File: config.mk
export PLATFORM = sky130hd
export DESIGN_NAME = crc_frame_tx_flat
export DESIGN_NICKNAME = d
export VERILOG_FILES = /design/src/rtl/crc_frame_pkg.sv /design/src/rtl/crc_frame_tx_if.sv /design/src/rtl/crc_serial_core.sv /design/src/rtl/crc_frame_tx.sv /design/src/flat_wrapper.sv
export SDC_FILE = /design/constraint.sdc
export NUM_CORES = 1
export LEC_CHECK = 0
export ABC_CLOCK_PERIOD_IN_PS = 1750
export CAP_MARGIN = 40
export CORE_UTILIZATION = 25
export DETAILED_ROUTE_END_ITERATION = 8
export HOLD_SLACK_MARGIN = 0.03
export PLACE_DENSITY_LB_ADDON = 0.25
export REMOVE_ABC_BUFFERS = 1
export SLEW_MARGIN = 20
export SYNTH_ARGS = -nofsm -noshare
export SYNTH_HDL_FRONTEND = slang
export SYNTH_SLANG_ARGS = --single-unit
File: constraint.sdc
create_clock -name clk -period 1.75 [get_ports clk]
set_clock_uncertainty 0.1 [all_clocks]
set_input_delay 0.35 -clock clk [delete_from_list [all_inputs] [get_ports clk]]
set_output_delay 0.35 -clock clk [all_outputs]
set_load 0.02 [all_outputs]
File: src/rtl/crc_frame_pkg.sv
// ============================================================================
// crc_frame_pkg : shared FSM state type and single-bit CRC update function
// Revision: 1.0
// ============================================================================
`default_nettype none

package crc_frame_pkg;

  localparam int MAX_PW   = 32;
  localparam int MSB_W    = $clog2(MAX_PW);

  typedef enum logic [1:0] {
    IDLE = 2'd0,
    CALC = 2'd1,
    DATA = 2'd2,
    CRC  = 2'd3
  } state_e;

  // Operands are carried at MAX_PW; msb selects the live top bit of the register.
  function automatic logic [MAX_PW-1:0] crc_step(
    input logic [MAX_PW-1:0] crc,
    input logic              bit_in,
    input logic [MAX_PW-1:0] poly,
    input logic [MSB_W-1:0]  msb
  );
    logic fb;
    fb = crc[msb] ^ bit_in;
    return (crc << 1) ^ (fb ? poly : '0);
  endfunction

endpackage

`default_nettype wire

File: src/rtl/crc_frame_tx_if.sv
// ============================================================================
// crc_frame_tx_if : valid/ready word stream with end-of-frame marker
// Revision: 1.0
// ============================================================================
`default_nettype none

interface crc_frame_tx_if #(
  parameter int DW = 8
) ();

  logic [DW-1:0] data;
  logic          valid;
  logic          last;
  logic          ready;

  modport master (output data, output valid, output last, input  ready);
  modport slave  (input  data, input  valid, input  last, output ready);

endinterface

`default_nettype wire

File: src/rtl/crc_serial_core.sv
// ============================================================================
// crc_serial_core : PW-bit Galois CRC register, one message bit per enable
// Revision: 1.0
// ============================================================================
`default_nettype none

module crc_serial_core
  import crc_frame_pkg::*;
#(
  parameter int          PW   = 8,
  parameter logic [PW-1:0] POLY = 8'h07,
  parameter logic [PW-1:0] INIT = '0
) (
  input  wire logic          clk,
  input  wire logic          rst_b,
  input  wire logic          init,
  input  wire logic          shift_en,
  input  wire logic          bit_in,
  output      logic [PW-1:0] crc_out
);

  logic [PW-1:0] crc_q;
  logic [PW-1:0] crc_d;

  always_comb begin
    crc_d = crc_q;
    if (init) begin
      crc_d = INIT;
    end else if (shift_en) begin
      crc_d = PW'(crc_step(MAX_PW'(crc_q), bit_in, MAX_PW'(POLY), MSB_W'(PW - 1)));
    end
  end

  always_ff @(posedge clk or negedge rst_b) begin
    if (!rst_b) begin
      crc_q <= INIT;
    end else begin
      crc_q <= crc_d;
    end
  end

  assign crc_out = crc_q;

endmodule

`default_nettype wire

File: src/rtl/crc_frame_tx.sv
// ============================================================================
// crc_frame_tx : forwards frame words unchanged and appends a bit-serial CRC word
// Revision: 1.0
// ============================================================================
`default_nettype none

module crc_frame_tx
  import crc_frame_pkg::*;
#(
  parameter int            DW     = 8,
  parameter int            PW     = 8,
  parameter logic [PW-1:0] POLY   = 8'h07,
  parameter logic [PW-1:0] INIT   = '0,
  parameter logic [PW-1:0] XOROUT = '0
) (
  input wire logic       clk,
  input wire logic       rst_b,
  crc_frame_tx_if.slave  s,
  crc_frame_tx_if.master m
);

  localparam int CW = $clog2(DW) + 1;

  state_e          state_q, state_d;
  logic [CW-1:0]   cnt_q,   cnt_d;
  logic [DW-1:0]   word_q,  word_d;
  logic [DW-1:0]   shift_q, shift_d;
  logic            last_q,  last_d;

  logic            crc_init;
  logic            shift_en;
  logic [PW-1:0]   crc_val;

  logic            s_ready_w;
  logic            m_valid_w;
  logic            m_last_w;
  logic [DW-1:0]   m_data_w;

  crc_serial_core #(
    .PW   (PW),
    .POLY (POLY),
    .INIT (INIT)
  ) u_core (
    .clk      (clk),
    .rst_b    (rst_b),
    .init     (crc_init),
    .shift_en (shift_en),
    .bit_in   (shift_q[DW-1]),
    .crc_out  (crc_val)
  );

  always_comb begin
    state_d   = state_q;
    cnt_d     = cnt_q;
    word_d    = word_q;
    shift_d   = shift_q;
    last_d    = last_q;
    crc_init  = 1'b0;
    shift_en  = 1'b0;
    s_ready_w = 1'b0;
    m_valid_w = 1'b0;
    m_last_w  = 1'b0;
    m_data_w  = '0;

    unique case (state_q)
      IDLE: begin
        s_ready_w = 1'b1;
        if (s.valid) begin
          word_d  = s.data;
          shift_d = s.data;
          last_d  = s.last;
          cnt_d   = CW'(DW);
          state_d = CALC;
        end
      end
      CALC: begin
        // The counter parks at 1 on the final shift so it never underflows.
        shift_en = 1'b1;
        shift_d  = shift_q << 1;
        if (cnt_q == CW'(1)) begin
          state_d = DATA;
        end else begin
          cnt_d = cnt_q - CW'(1);
        end
      end
      DATA: begin
        m_valid_w = 1'b1;
        m_data_w  = word_q;
        if (m.ready) begin
          state_d = last_q ? CRC : IDLE;
        end
      end
      CRC: begin
        m_valid_w = 1'b1;
        m_last_w  = 1'b1;
        m_data_w  = DW'(crc_val ^ XOROUT);
        if (m.ready) begin
          crc_init = 1'b1;
          state_d  = IDLE;
        end
      end
      default: begin
        state_d = IDLE;
      end
    endcase
  end

  always_ff @(posedge clk or negedge rst_b) begin
    if (!rst_b) begin
      state_q <= IDLE;
      cnt_q   <= '0;
      word_q  <= '0;
      shift_q <= '0;
      last_q  <= 1'b0;
    end else begin
      state_q <= state_d;
      cnt_q   <= cnt_d;
      word_q  <= word_d;
      shift_q <= shift_d;
      last_q  <= last_d;
    end
  end

  assign s.ready = s_ready_w;
  assign m.valid = m_valid_w;
  assign m.last  = m_last_w;
  assign m.data  = m_data_w;

endmodule

`default_nettype wire

File: src/flat_wrapper.sv
// flat-port wrapper written by rule: the top's interface ports become plain ports
module crc_frame_tx_flat import crc_frame_pkg::*;
#(
  parameter int            DW     = 8,
  parameter int            PW     = 8,
  parameter logic [PW-1:0] POLY   = 8'h07,
  parameter logic [PW-1:0] INIT   = '0,
  parameter logic [PW-1:0] XOROUT = '0
)
  (clk, rst_b, s_data, s_valid, s_last, s_ready, m_data, m_valid, m_last, m_ready);
  crc_frame_tx_if #(.DW(DW)) s_i ();
  crc_frame_tx_if #(.DW(DW)) m_i ();
  input wire logic clk;
  input wire logic rst_b;
  input wire logic [$bits(s_i.data)-1:0] s_data;
  input wire logic [$bits(s_i.valid)-1:0] s_valid;
  input wire logic [$bits(s_i.last)-1:0] s_last;
  output wire logic [$bits(s_i.ready)-1:0] s_ready;
  output wire logic [$bits(m_i.data)-1:0] m_data;
  output wire logic [$bits(m_i.valid)-1:0] m_valid;
  output wire logic [$bits(m_i.last)-1:0] m_last;
  input wire logic [$bits(m_i.ready)-1:0] m_ready;
  assign s_i.data = s_data;
  assign s_i.valid = s_valid;
  assign s_i.last = s_last;
  assign s_ready = s_i.ready;
  assign m_data = m_i.data;
  assign m_valid = m_i.valid;
  assign m_last = m_i.last;
  assign m_i.ready = m_ready;
  crc_frame_tx #(.DW(DW), .PW(PW), .POLY(POLY), .INIT(INIT), .XOROUT(XOROUT)) u_core (.clk(clk), .rst_b(rst_b), .s(s_i), .m(m_i));
endmodule
* Yosys cells after proc, flatten, opt, wreduce, memory -nomap -nowiden
Index checks and enable logic that the tools add are counted.
** Cells by class
- Add/sub/neg operators :: 1
- Eq/ne operators :: 9
- Muxes and demuxes :: 21
- Bitwise operators :: 2
- Reductions and logical operators :: 8
** Operators by type and width (number)
- one-hot mux 8 bit (2 select lines) :: 2
- two-way mux 8 bit :: 3
- two-way mux 2 bit :: 5
- two-way mux 4 bit :: 2
- inequality test 2 bit, second input constant :: 4
- one-hot mux 2 bit (4 select lines) :: 1
- one-hot mux 4 bit (2 select lines) :: 1
- bitwise XOR 8 x 3 -> 8 bit :: 1
- two-way mux 1 bit :: 6
- equality test 2 bit, second input constant :: 2
- equality test 4 x 1 -> 1 bit, second input constant :: 1
- AND reduction 2 bit :: 2
- AND reduction 4 bit :: 1
- nonzero test 2 bit :: 2
- subtractor 4 x 1 -> 4 bit, second input constant :: 1
- two-way mux 3 bit :: 1
- AND reduction 3 bit :: 1
- equality test 2 x 1 -> 1 bit, second input constant :: 1
- zero test 2 bit :: 1
- inequality test 2 x 1 -> 1 bit, second input constant :: 1
- OR reduction 2 bit :: 1
- bitwise XOR 1 bit :: 1
** Word-level totals
- Register bits :: 31
- Logic and storage cells :: 47

* Longest topological paths before layout
- Depth in word-level cells :: 5
- Mapped depth :: 6
- Depth with buffers taken out :: 5

* By module
From an unflattened synthesis, not the netlist that was laid out.
** Unflattened totals
- Cell total of the unflattened synthesis :: 165
- Area, all modules :: 1544.0 um2
** By module, submodules not included
- crc_frame_tx :: instances 1, cells an instance 133, area an instance 1171.1 um2
- crc_serial_core :: instances 1, cells an instance 32, area an instance 372.9 um2

* Worst setup path before layout
No wires, ideal clock.
- Path type :: reg2out
- Start point :: reg u_core.state_q[0]
- End point :: out m_data[7]
- Arrival time :: 1064 ps
- Slack :: 236 ps
- Stages on the path, launching flop included :: 5
- Path buffers :: 2
- Path through :: dfrtp_1 -> buf_4 -> buf_4 -> mux2i_1 -> nor2_1
** On the way
- Longest elaborated chain between the ends :: 2
- Elaborated cells between the ends (all ways) :: 3
** Ends and longest elaborated chain
- start: declaration :: line crc_frame_tx.sv:24 : state_e state_q, state_d;
- start signal: assignment :: line crc_frame_tx.sv:116 : state_q <= state_d;
- equality test 2 bit :: line crc_frame_tx.sv:65 : unique case (state_q)
- one-hot mux 8 bit (2 select lines) * :: line crc_frame_tx.sv:65
- end: declaration :: line flat_wrapper.sv:19 : output wire logic [$bits(m_i.data)-1:0] m_data;
Every way passes the cells marked *; elsewhere a longest branch is shown, timed or not.

* Worst setup path in the final report
Same ends and word-level chain as after synthesis.

==> results.py <==
metrics = {
    "run_status": {
        "status": "finished clean",
    },
    "synthesis": {
        "synth_top_area_share_pct": 52.5,
        "synth-edff-count": 0,
        "yosys-top-cells-count": "dfrtp_1, nand2_1, mux2i_1, nor2_1, a22o_1",
        "ys_types": 32,
        "synth.most_common_cell": "dfrtp_1",
        "synth.top_cells.by_area": "dfrtp_1, mux2i_1, nand2_1",
        "synth_area_leader_cell": "dfrtp_1",
        "synth_area_per_cell_um2": 10.7,
        "ys_ff_latch": 31,
        "synthArstFlopShare_pct": 100,
        "ys_seq_area_share_pct": 52.5,
        "synth-main-ff-cell": "dfrtp_1",
        "syn-instance-count": 138,
        "yosysWarnings": 0,
        "synth.cell_area_um2": 1480,
    },
    "sta": {
        "fin_ws_ps": 41.7,
        "whs_ps": 366,
        "worst_slew_pin_slew_ps": 585,
        "finalSetupTns_ps": 0,
        "rsz0062_at_grt": "yes",
        "finalCritPeriodShare_pct": 97.6,
        "setup_viol": 0,
        "layout_min_cycle_time_ps": 1710,
        "maxSlewHeadroom_pct": 60.7,
        "drv_slew": 0,
        "final-hold-violation-count": 0,
        "max_freq_mhz": 585,
    },
    "worst_setup_path": {
        "startpoint": "u_core.state_q[0]$_DFFE_PN0P_",
        "r2r_start": "u_core.state_q[0]$_DFFE_PN0P_",
        "worstSetupStartpointType": "register",
        "cp.required_ps": 1300,
        "path_max_fanout": 9,
        "critPathKind": "register to primary output",
        "cp.arrival_ps": 1260,
        "cp-end-kind": "primary output",
    },
    "pwr": {
        "switching_share_pct": 39.8,
        "powerDensity_nw_per_um2": 1830,
        "power.share.sequential_pct": 36.6,
        "p_leak_nw": 0.948,
        "internal_power_w": 0.00208,
        "ir_worst_vdd_uv": 611,
        "clockPowerShare_pct": 16.3,
        "power_switching_w": 0.00137,
        "p_comb_share_pct": 47.1,
    },
    "drt": {
        "wire_per_inst_um": 13.7,
        "drtPass1Iterations": 4,
        "highest_layer": "met4",
        "vias_per_cell": 4.57,
        "num_vias": 1107,
        "drc": 0,
        "drt_iter0_drc": 97,
        "met3_length_um": 168,
        "drtAntennaViolNets": 0,
        "routed_wl_mm": 3.33,
        "dr_wl_met2_mm": 1.41,
        "wl_met1_mm": 1.68,
    },
    "clock_tree": {
        "ctsRootBufferMaster": "clkbuf_8",
        "cts_sinks": 31,
        "clkTransAtPathRegs_ps": 70,
        "cts.htree.levels": 2,
        "cts_inserted_buffers": 5,
        "holdBufCountCts": 0,
        "ctsLongestPathBuffers": 2,
        "clk_latency_ps": 280,
        "cts_tree": "built",
    },
    "placed_design": {
        "hpwl_mm": 2.33,
        "pre_cts_ws_ps": -212,
        "gp_congestion": 0.731,
        "placed_cells": 233,
        "port_buffers": 23,
    },
    "cells_and_area": {
        "fill_cells": 595,
        "area_growth_pct": 27.3,
        "fin_cells": 242,
        "final_nets": 184,
        "layout-drive-gt1-share_pct": 19.4,
        "antenna_cells": 0,
    },
    "hold_path": {
        "holdCritPathClass": "input pin to asynchronous set/reset pin",
    },
    "grt": {
        "grt_max_degree": 32,
        "track_usage_pct": 12.0,
        "overflow": 0,
        "grt_pass1_wl_mm": 5.51,
        "antenna_found_initial": 0,
        "grt_pass1_vias": 1108,
    },
    "floorplan": {
        "die_height_um": 78.9,
        "die_area_um2": 6230,
        "io_pins": 24,
        "start_util_pct": 26.4,
        "fp-row-count": 27,
        "fp.dieW_um": 78.9,
        "coreArea_um2": 5610,
    },
    "run": {
        "maxCapViolations": 0,
    },
}
flip-flops by register name, indices dropped and copies added, names as in the netlist:
| signal | flops |
|---|---|
| u_core.last_q | 1 |
| u_core.word_q | 8 |
| u_core.state_q | 2 |
| u_core.shift_q | 8 |
| u_core.u_core.crc_out | 8 |
| u_core.cnt_q | 4 |
routing by layer:
metal / up-vias / GRT usage [%]
li1: 541 / -
met1: 526 / 16.2
met3: 7 / 3.68
met2: 33 / 17.5
met5: - / 0
met4: 0 / 5.45
path summary, 6_finish.rpt:
| path | depth (start not counted) | slack (ps) | end |
|---|---|---|---|
| min in group clk | 2 | 380 | u_core.word_q[6]$_DFFE_PN0P_ |
| worst max-delay path | 4 | 40 | m_data[7] |
| max in group asynchronous | 2 | 870 | u_core.state_q[0]$_DFFE_PN0P_ |
| worst min-delay path | 2 | 370 | u_core.last_q$_DFFE_PN0P_ |
| worst min register to register | 2 | 380 | u_core.word_q[6]$_DFFE_PN0P_ |
| worst max register to register | 4 | 130 | u_core.word_q[1]$_DFFE_PN0P_ |
final cells by class:
cell class	count	area [um^2]	share of cell area (%)
inverter	5	21.3	1.13
timing repair buffer	33	280	14.9
tap	72	90.1	4.78
sequential	31	777	41.3
clock inverter	3	20.0	1.06
multi-input combinational	93	626	33.2
clock buffer	5	68.8	3.65
worst max-delay path: stages (launching register included):
cell and delay (ps):
dfrtp_2 430, buf_12 150, mux2i_2 140, nor2_1 100, buf_4 150
per-stage QoR:
step	power, W	instance area, um^2	util [%]
after floorplan	0.00224	1410	-
after global placement	0.00283	1800	32.1
after detailed placement	0.00288	1800	32.1
after CTS	0.00343	1860	33.2
after global routing	0.00371	1880	33.6
final	0.00345	1880	33.6
cell usage in the layout (no fill, tap or decap), types with 2 or more instances in the layout:
cell type / Yosys / routed
inv_1: 5 / 4
clkbuf_8: 0 / 5
a21o_1: 5 / 5
a221o_1: 5 / 5
ha_1: 2 / 2
a22o_1: 8 / 8
buf_4: 4 / 13
buf_2: 1 / 5
o21ai_0: 3 / 3
clkdlybuf4s50_1: 0 / 12
nand3_1: 2 / 2
dlygate4sd2_1: 0 / 2
mux2i_1: 10 / 9
a21oi_1: 3 / 3
and2_1: 5 / 5
nand2b_1: 4 / 4
clkinvlp_4: 0 / 2
dfrtp_1: 31 / 30
nor2_1: 10 / 9
xor2_1: 3 / 3
nand2_1: 20 / 20
repair_timing:
action,in CTS,in global routing
resized for setup,40,7
setup endpoints to repair,16,5
setup buffers,1,0
cloned,0,0
logic make-up after synthesis:
| logic type | Yosys count | share of synthesized area [%] |
|---|---|---|
| adders and majority gates | 2 | 1.69 |
| and+or+nand+nor | 48 | 15.8 |
| xor gates and xnor gates | 3 | 1.78 |
| AOI/OAI and AO/OA | 30 | 15.8 |
| DFF | 31 | 52.5 |
| buffers and inverters | 14 | 5.67 |
| muxes | 10 | 6.77 |
power groups by stage:
stage | sequential [W] | clock (W) | combinational (W)
after floorplan | 0.00125 | 0 | 0.000987
after global placement | 0.00129 | 0 | 0.00155
after detailed placement | 0.00129 | 0 | 0.00158
after CTS | 0.00125 | 0.000580 | 0.00160
after global routing | 0.00129 | 0.000617 | 0.00180
final | 0.00126 | 0.000562 | 0.00163
Note: power is estimated with default switching activity, not from simulation.
